[src/rtl/fetch_stage_if.sv]
// -----------------------------------------------------------------------------
// fetch_stage_if
//
// Purpose:
//   Groups the instruction-fetch stage's two bus-like connections:
//     - the instruction-memory request/response pair (imem_addr / imem_inst)
//     - the IF/ID pipeline register contents handed to decode
//
// Signals:
//   imem_addr    32  byte address presented to instruction memory
//   imem_inst    32  instruction word returned combinationally for imem_addr
//   if_id_valid   1  IF/ID holds a real instruction
//   if_id_pc     32  PC of the instruction held in IF/ID
//   if_id_inst   32  instruction held in IF/ID (32'h0 when not valid)
//
// Modports:
//   master : the fetch stage (drives address and IF/ID, consumes imem_inst)
//   slave  : memory/decode side (drives imem_inst, consumes the rest)
// -----------------------------------------------------------------------------
interface fetch_stage_if;
    logic [31:0] imem_addr;
    logic [31:0] imem_inst;
    logic        if_id_valid;
    logic [31:0] if_id_pc;
    logic [31:0] if_id_inst;

    modport master (
        output imem_addr,
        input  imem_inst,
        output if_id_valid,
        output if_id_pc,
        output if_id_inst
    );

    modport slave (
        input  imem_addr,
        output imem_inst,
        input  if_id_valid,
        input  if_id_pc,
        input  if_id_inst
    );
endinterface : fetch_stage_if

[src/rtl/fetch_stage.sv]
// -----------------------------------------------------------------------------
// fetch_stage
//
// Purpose:
//   Instruction-fetch stage. Owns the program counter, presents it as the byte
//   address to a combinational instruction memory and captures the returned
//   word into the IF/ID pipeline register. Supports hazard stalls, taken
//   branch/jump redirects (which flush IF/ID with one bubble) and detection of
//   the PC running past the end of instruction memory.
//
// Parameters:
//   IMEM_BYTES  size of instruction memory in bytes; a fetch at pc is legal
//               only when pc + 4 <= IMEM_BYTES
//   RESET_PC    word-aligned PC loaded on reset
//
// Ports:
//   clk             in   rising-edge clock
//   rst_n           in   asynchronous active-low reset
//   stall           in   hold PC and IF/ID this cycle
//   redirect_valid  in   branch/jump taken this cycle (beats stall)
//   redirect_pc     in   redirect target; low two bits are dropped
//   bus             if   master side: imem_addr/imem_inst, if_id_* outputs
//   done            out  PC has run past the end of instruction memory
//   fetch_count     out  instructions loaded into IF/ID since reset (wraps)
// -----------------------------------------------------------------------------
module fetch_stage #(
    parameter int unsigned IMEM_BYTES = 48,
    parameter logic [31:0] RESET_PC   = 32'h0000_0000
) (
    input  logic                 clk,
    input  logic                 rst_n,
    input  logic                 stall,
    input  logic                 redirect_valid,
    input  logic [31:0]          redirect_pc,
    fetch_stage_if.master        bus,
    output logic                 done,
    output logic [31:0]          fetch_count
);

    // Memory size widened to 33 bits so the range test cannot overflow.
    localparam logic [32:0] IMEM_LIMIT = 33'(IMEM_BYTES);

    // What the stage does this cycle, in priority order redirect > stall >
    // fetch / end-of-memory.
    typedef enum logic [1:0] {
        ACT_FETCH    = 2'd0,
        ACT_END      = 2'd1,
        ACT_STALL    = 2'd2,
        ACT_REDIRECT = 2'd3
    } fetch_act_t;

    // ---------------------------------------------------------------------
    // State registers
    // ---------------------------------------------------------------------
    logic [31:0] pc_r;
    logic        if_id_valid_r;
    logic [31:0] if_id_pc_r;
    logic [31:0] if_id_inst_r;
    logic        done_r;
    logic [31:0] fetch_count_r;

    // ---------------------------------------------------------------------
    // Next-state signals
    // ---------------------------------------------------------------------
    fetch_act_t  act_s;
    logic [32:0] pc_plus4_wide_s;
    logic        in_range_s;
    logic [31:0] redirect_aligned_s;
    logic [31:0] pc_next_s;
    logic        if_id_valid_next_s;
    logic [31:0] if_id_pc_next_s;
    logic [31:0] if_id_inst_next_s;
    logic        done_next_s;
    logic [31:0] fetch_count_next_s;

    // pc + 4 is formed in 33 bits: a pc near 2^32 yields a carry into bit 32
    // and therefore compares above any 32-bit memory size instead of wrapping
    // to a small, in-range address.
    assign pc_plus4_wide_s    = {1'b0, pc_r} + 33'd4;
    assign in_range_s         = (pc_plus4_wide_s <= IMEM_LIMIT);

    // Misaligned targets are silently rounded down to a word boundary.
    assign redirect_aligned_s = redirect_pc & 32'hFFFF_FFFC;

    // Select this cycle's action from the control inputs and the range check.
    always_comb begin
        act_s = ACT_FETCH;
        if (redirect_valid) begin
            act_s = ACT_REDIRECT;
        end else if (stall) begin
            act_s = ACT_STALL;
        end else if (in_range_s) begin
            act_s = ACT_FETCH;
        end else begin
            act_s = ACT_END;
        end
    end

    // Compute next PC, IF/ID contents, done flag and fetch counter.
    always_comb begin
        pc_next_s          = pc_r;
        if_id_valid_next_s = if_id_valid_r;
        if_id_pc_next_s    = if_id_pc_r;
        if_id_inst_next_s  = if_id_inst_r;
        done_next_s        = done_r;
        fetch_count_next_s = fetch_count_r;

        case (act_s)
            ACT_REDIRECT: begin
                // Flush: the redirect cycle itself becomes the one bubble.
                pc_next_s          = redirect_aligned_s;
                if_id_valid_next_s = 1'b0;
                if_id_pc_next_s    = 32'h0000_0000;
                if_id_inst_next_s  = 32'h0000_0000;
                done_next_s        = 1'b0;
            end
            ACT_STALL: begin
                // Everything holds; defaults already cover this.
                pc_next_s = pc_r;
            end
            ACT_FETCH: begin
                pc_next_s          = pc_plus4_wide_s[31:0];
                if_id_valid_next_s = 1'b1;
                if_id_pc_next_s    = pc_r;
                if_id_inst_next_s  = bus.imem_inst;
                fetch_count_next_s = fetch_count_r + 32'd1;
            end
            ACT_END: begin
                // Past the end of memory: park the PC and keep issuing bubbles
                // until a redirect or reset moves it somewhere legal.
                pc_next_s          = pc_r;
                if_id_valid_next_s = 1'b0;
                if_id_pc_next_s    = 32'h0000_0000;
                if_id_inst_next_s  = 32'h0000_0000;
                done_next_s        = 1'b1;
            end
            default: begin
                // Unreachable encoding: fall back to a safe bubble with PC held.
                pc_next_s          = pc_r;
                if_id_valid_next_s = 1'b0;
                if_id_pc_next_s    = 32'h0000_0000;
                if_id_inst_next_s  = 32'h0000_0000;
            end
        endcase
    end

    // State register: async reset to the architectural reset values.
    always_ff @(posedge clk or negedge rst_n) begin
        if (!rst_n) begin
            pc_r          <= RESET_PC;
            if_id_valid_r <= 1'b0;
            if_id_pc_r    <= 32'h0000_0000;
            if_id_inst_r  <= 32'h0000_0000;
            done_r        <= 1'b0;
            fetch_count_r <= 32'h0000_0000;
        end else begin
            pc_r          <= pc_next_s;
            if_id_valid_r <= if_id_valid_next_s;
            if_id_pc_r    <= if_id_pc_next_s;
            if_id_inst_r  <= if_id_inst_next_s;
            done_r        <= done_next_s;
            fetch_count_r <= fetch_count_next_s;
        end
    end

    // ---------------------------------------------------------------------
    // Outputs: all straight from registers; imem_addr is the PC itself.
    // ---------------------------------------------------------------------
    assign bus.imem_addr   = pc_r;
    assign bus.if_id_valid = if_id_valid_r;
    assign bus.if_id_pc    = if_id_pc_r;
    assign bus.if_id_inst  = if_id_inst_r;
    assign done            = done_r;
    assign fetch_count     = fetch_count_r;

endmodule : fetch_stage

[src/flat_wrapper.sv]
// flat-port wrapper written by rule: the top's interface ports become plain ports
module fetch_stage_flat 
#(
    parameter int unsigned IMEM_BYTES = 48,
    parameter logic [31:0] RESET_PC   = 32'h0000_0000
)
  (clk, rst_n, stall, redirect_valid, redirect_pc, done, fetch_count, bus_imem_addr, bus_imem_inst, bus_if_id_valid, bus_if_id_pc, bus_if_id_inst);
  fetch_stage_if bus_i ();
  input  logic clk;
  input  logic rst_n;
  input  logic stall;
  input  logic redirect_valid;
  input  logic [31:0] redirect_pc;
  output logic done;
  output logic [31:0] fetch_count;
  output wire logic [$bits(bus_i.imem_addr)-1:0] bus_imem_addr;
  input wire logic [$bits(bus_i.imem_inst)-1:0] bus_imem_inst;
  output wire logic [$bits(bus_i.if_id_valid)-1:0] bus_if_id_valid;
  output wire logic [$bits(bus_i.if_id_pc)-1:0] bus_if_id_pc;
  output wire logic [$bits(bus_i.if_id_inst)-1:0] bus_if_id_inst;
  assign bus_imem_addr = bus_i.imem_addr;
  assign bus_i.imem_inst = bus_imem_inst;
  assign bus_if_id_valid = bus_i.if_id_valid;
  assign bus_if_id_pc = bus_i.if_id_pc;
  assign bus_if_id_inst = bus_i.if_id_inst;
  fetch_stage #(.IMEM_BYTES(IMEM_BYTES), .RESET_PC(RESET_PC)) u_core (.clk(clk), .rst_n(rst_n), .stall(stall), .redirect_valid(redirect_valid), .redirect_pc(redirect_pc), .bus(bus_i), .done(done), .fetch_count(fetch_count));
endmodule
[config.mk]
export PLATFORM = sky130hd
export DESIGN_NAME = fetch_stage_flat
export DESIGN_NICKNAME = d
export VERILOG_FILES = /design/src/rtl/fetch_stage_if.sv /design/src/rtl/fetch_stage.sv /design/src/flat_wrapper.sv
export SDC_FILE = /design/constraint.sdc
export NUM_CORES = 1
export LEC_CHECK = 0
export CORE_MARGIN = 1
export CORE_UTILIZATION = 47
export DETAILED_ROUTE_END_ITERATION = 12
export GPL_TIMING_DRIVEN = 0
export PLACE_DENSITY = 0.85
export SLEW_MARGIN = 10
export SYNTH_ARGS = -nofsm -noshare
export SYNTH_HDL_FRONTEND = slang
export SYNTH_SLANG_ARGS = --single-unit
[constraint.sdc]
create_clock -name clk -period 5 [get_ports clk]
set_input_delay 1 -clock clk [delete_from_list [all_inputs] [get_ports clk]]
set_output_delay 1 -clock clk [all_outputs]
set_load 0.02 [all_outputs]
* Word-level counts from Yosys, hierarchy flattened *
Cells that the tools add are included.

cells by class
  add/sub/neg operators = 2
  multiply operators = 0
  divide/modulo/power cells = 0
  $lt $le $gt $ge = 1
  eq/ne operators = 3
  shift-type cells = 0
  muxes and demuxes = 8
  bitwise operators = 0
  reduce and logical (&&, ||, !) cells = 5

operators by type and width
  cell                                                                               number
  32-bit case mux with 2 select lines                                                3
  32-bit by 3-bit adder with 33-bit output, second input constant                    1
  33-bit by 6-bit less-or-equal comparator with 1-bit output, second input constant  1
  32-bit by 1-bit adder with 32-bit output, second input constant                    1
  2-bit == test, second input constant                                               2
  2-bit 2-to-1 mux                                                                   2
  1-bit case mux with 2 select lines                                                 2
  2-bit nonzero test                                                                 2
  2-bit OR reduction                                                                 2
  2-bit by 1-bit == test with 1-bit output, second input constant                    1
  2-bit zero test                                                                    1
  1-bit 2-to-1 mux                                                                   1

storage, ports and cells
  flip-flop bits (word level) = 130
  latch bits = 0
  RAM bits = 0
  bits in read-only memories = 0
  output and inout port bits = 130
  word-level logic and storage cells = 25
  memories kept = 0

* Longest topological paths before layout *
  depth in word-level cells = 8
  mapped depth = 17
  depth with buffers taken out = 15

* Worst setup path before layout *
No wires, ideal clock.

  kind = register to register
  from = register u_core.pc_r[2] (netlist: u_core.bus.imem_addr[2])
  to = register u_core.fetch_count_r[29] (netlist: u_core.fetch_count[29])
  library setup time = 129 ps
  arrival time = 4,415 ps
  required time = 4,871 ps
  setup slack = 456 ps
  stages on the path, launching flop included = 18
  buffers on the path = 2
  period minus slack after synthesis = 4,544 ps
  path through = dfrtp_1 > ha_1 > buf_2 > nand3b_1 > mux2i_1 > a221o_1 > or4_1 > or3_4 > o31ai_2 > ha_1 > clkbuf_1 > and3_1 > and4_1 > and2_0 > nand4_1 > nor3_1 > nand3_1 > xnor2_1

on the way
  word-level cells in the longest chain between the ends = 6

RTL lines
  element                                                     RTL line            RTL
  from (decl)                                                 fetch_stage.sv:55   logic [31:0] pc_r;
  from (signal assigned)                                      fetch_stage.sv:157  pc_r <= pc_next_s;
  32-bit by 3-bit adder with 33-bit output                    fetch_stage.sv:79   assign pc_plus4_wide_s = {1'b0, pc_r} + 33'd4;
  33-bit by 6-bit less-or-equal comparator with 1-bit output  fetch_stage.sv:80   assign in_range_s = (pc_plus4_wide_s <= IMEM_LIMIT);
  1-bit 2-to-1 mux                                            fetch_stage.sv:92   end else if (in_range_s) begin
  2-bit 2-to-1 mux                                            fetch_stage.sv:90   end else if (stall) begin
  2-bit 2-to-1 mux                                            fetch_stage.sv:88   if (redirect_valid) begin
  2-bit zero test                                             fetch_stage.sv:108  case (act_s)
  to (signal assigned)                                        fetch_stage.sv:162  fetch_count_r <= fetch_count_next_s;
  to (decl)                                                   fetch_stage.sv:60   logic [31:0] fetch_count_r;

Every way passes these cells.
A chain may end at the register's enable or synchronous reset.

* Worst setup path after layout *
Ends and elaborated chain as after synthesis.

==> flow_metrics.tcl <==
set metrics [dict create \
    synth_flop_cell "dfrtp_1" \
    clkLatencyLatePin_ps 420 \
    ir_drop_v 0.000263 \
    via_count 5859 \
    yosys-top-cells-area "dfrtp_1 51%, a22o_1 5.2%, xnor2_1 3.5%" \
    tightest_slew_ps 748 \
    max_cap_viol_count 0 \
    placed_cells 972 \
    cts_max_level 4 \
    grt-busiest-layer "met2" \
    finalMaxSlewViolations 0 \
    cp.required_ps 5300 \
    critical-path-max-stage-delay_ps 490 \
    reg2reg_from "u_core.bus.imem_addr[2]$_DFFE_PN0N_" \
    fin_cells 1005 \
    drtIter0Drc 563 \
    reg2reg_to "u_core.fetch_count[29]$_DFFE_PN0N_" \
    worst-path-buf-inv 2 \
    overflow 0 \
    dr.pass1.iters 6 \
    min_from "u_core.fetch_count[31]$_DFFE_PN0N_" \
    cp-end-kind "flip-flop" \
    synth_edf_count 0 \
    cts_tree "done" \
    tns_ps 0 \
    cts_buffer_depth 2 \
    p_total_mw 2.99 \
    drc 0 \
    grt_max_degree 72 \
    clock-sinks 127 \
    dp_hpwl_mm 13.9 \
    yosys.area.top_type "dfrtp_1" \
    grt_use_total 0.294 \
    critical-path-slowest-cell "dfrtp_2" \
    synth-seq-area-share 0.511 \
    period_needed_ps 4720 \
    place_ws_ps -660 \
    critPathTopFamily "simple AND/OR/NAND/NOR gates" \
    globalRouteMet2Util 0.495 \
    core_um2 12800 \
    syn_inst 605 \
    gp_congestion 0.971 \
    postCtsHoldBufs 0 \
    hold_ws_ps 478 \
    numPortBuffers 193 \
    fin_crit_sh 0.943 \
    fmax_mhz 212 \
    whs_endpoint "u_core.fetch_count[31]$_DFFE_PN0N_" \
    avgRoutedWirePerCell_um 19.5 \
    layout.nets 892 \
    yosysMostFrequentCell "dfrtp_1" \
    finClkSkew_ps 8.51 \
    syn-cell-area_um2 6210 \
    grt_pass1_vias 5862 \
    placementRows 41 \
    worstPathArrival_ps 5010 \
    ys_warn_count 0 \
    whs_path_depth 1 \
    wl_mm 19.6 \
    cts_root_buf "clkbuf_16" \
    n_fill_cell 909 \
    max_slew_margin 0.501 \
    critPathMaxFanout 9 \
    avgSynthCellArea_um2 10.3 \
    power_leakage_nw 3.84 \
    outcome "finished clean" \
    yosys.cell_types.count 63 \
    synth-seq-cells 127 \
    hold_viol_final 0 \
    area_growth_pct 45.5 \
    fin_util 0.708 \
    reg2reg_slack_ps 280 \
    crit_chain "ha_1 -> buf_2 -> nand3b_1 -> mux2i_1 -> a221o_1 -> or4_1 -> or3_4 -> o31ai_2 -> ha_4 -> and3_1 -> and4_1 -> and2_0 -> nand4_1 -> buf_4 -> nor3_4 -> nand3_1 -> xnor2_1" \
    ys_top_cells_by_count "127 x dfrtp_1, 44 x nor2_1, 43 x nand2_1, 38 x a21oi_1, 37 x a22o_1" \
    path_class "reg2reg" \
    antenna_cells 0 \
    clk_pin_slew_worst_paths_ps 60 \
    synth-async-reset-ratio 1.00 \
    cellPowerDensity_nw_per_um2 331 \
    ant_nets 0 \
    gr-usage-met1 0.354 \
    io_pins 198 \
    fin_ws_ps 285 \
    antenna_found_initial 0 \
    rsz0062_at_grt "no" \
    initial_core_util 0.486 \
    die_y_um 117 \
    netlist.area_leader.share 0.511 \
    setup_violations 0 \
    drive_above_1_share 0.0816 \
    hp-class "reg2reg" \
    die_area_um2 13700 \
    routed_via_density 5.83 \
    die_x_um 117 \
    place_area_um2 8390 \
    start_kind "flip-flop" \
    cts_buffers 17 \
    design_area_um2 9040 \
    grtUsageMet3 0.0716 \
    reg2reg_depth 17 \
    grt_pass1_wl_mm 30.1 \
]
-- area by class of cell --
class	count	area, µm²	area share
well taps	172	215	0.0238
multi-input cells	418	2780	0.307
inverters	9	33.8	0.00374
clock buffers	20	457	0.0505
repair buffers	196	1980	0.218
flip-flops and latches	127	3180	0.352
clock inverters	12	158	0.0174
plain buffers	51	249	0.0275
-- state kept, by name, summed over array words and instances (netlist names) --
name and cells:
u_core.bus.if_id_pc 31, u_core.bus.if_id_valid 1, u_core.bus.imem_addr 30, u_core.fetch_count 32, u_core.done 1, u_core.bus.if_id_inst 32
-- power by group --
group | switching [mW] | total [mW] | internal, mW
sequential | 0.0745 | 1.15 | 1.08
combinational | 0.309 | 0.556 | 0.246
clock | 0.467 | 1.28 | 0.813
total | 0.851 | 2.99 | 2.14
-- worst reg2reg max path, cell delays in order (launching register included) --
cell and delay (ps):
dfrtp_2 490, ha_1 220, buf_2 180, nand3b_1 190
mux2i_1 160, a221o_1 350, or4_1 470, or3_4 390
o31ai_2 400, ha_4 270, and3_1 210, and4_1 270
and2_0 270, nand4_1 110, buf_4 180, nor3_4 170
nand3_1 120, xnor2_1 140
-- layer usage --
metal  routed length, µm  part of all wire
met2                9670              0.49
met3                1560             0.079
met4                 575             0.029
met1                7830              0.40
met5                   0                 0
-- worst max-delay path by stage --
stage / start / to / depth (start not counted)
global route: u_core.bus.imem_addr[3]$_DFFE_PN0N_ / u_core.fetch_count[31]$_DFFE_PN0N_ / 17
CTS: u_core.bus.imem_addr[2]$_DFFE_PN0N_ / u_core.fetch_count[29]$_DFFE_PN0N_ / 16
detailed placement: redirect_valid / u_core.fetch_count[31]$_DFFE_PN0N_ / 15
finish: u_core.bus.imem_addr[2]$_DFFE_PN0N_ / u_core.fetch_count[29]$_DFFE_PN0N_ / 17
floorplan: u_core.bus.imem_addr[2]$_DFFE_PN0N_ / u_core.fetch_count[29]$_DFFE_PN0N_ / 17
global placement: rst_n / u_core.bus.if_id_pc[26]$_DFFE_PN0P_ / 1
-- cells in the final DEF, fill, tap and decap left out, types with 16 or more instances in the layout --
cell type	instances
nand2_1	43
nor2_1	44
clkdlybuf4s50_1	192
xnor2_1	25
nand4_1	23
and3_1	16
o22a_1	22
a22o_1	37
and2_1	29
dfrtp_1	126
clkbuf_1	32
clkbuf_16	17
a21oi_1	38
nand3_1	26
-- repair_timing --
item / CTS / global route
pin swaps: 1 / 1
buffers inserted: 1 / 1
resized for setup: 3 / 2
gates cloned: 0 / 0
endpoints found under the setup margin: 21 / 4
-- kinds of logic after synthesis --
kind of cell,after synthesis,share of synthesized area
adders and majority gates,4,0.00806
AOI/OAI and AO/OA,148,0.175
DFF,127,0.511
buffers and inverters,61,0.0461
xor gates and xnor gates,36,0.0507
muxes,8,0.0137
and+or+nand+nor,220,0.194
other,1,0.000604
Power figures use the tool's default switching activity.
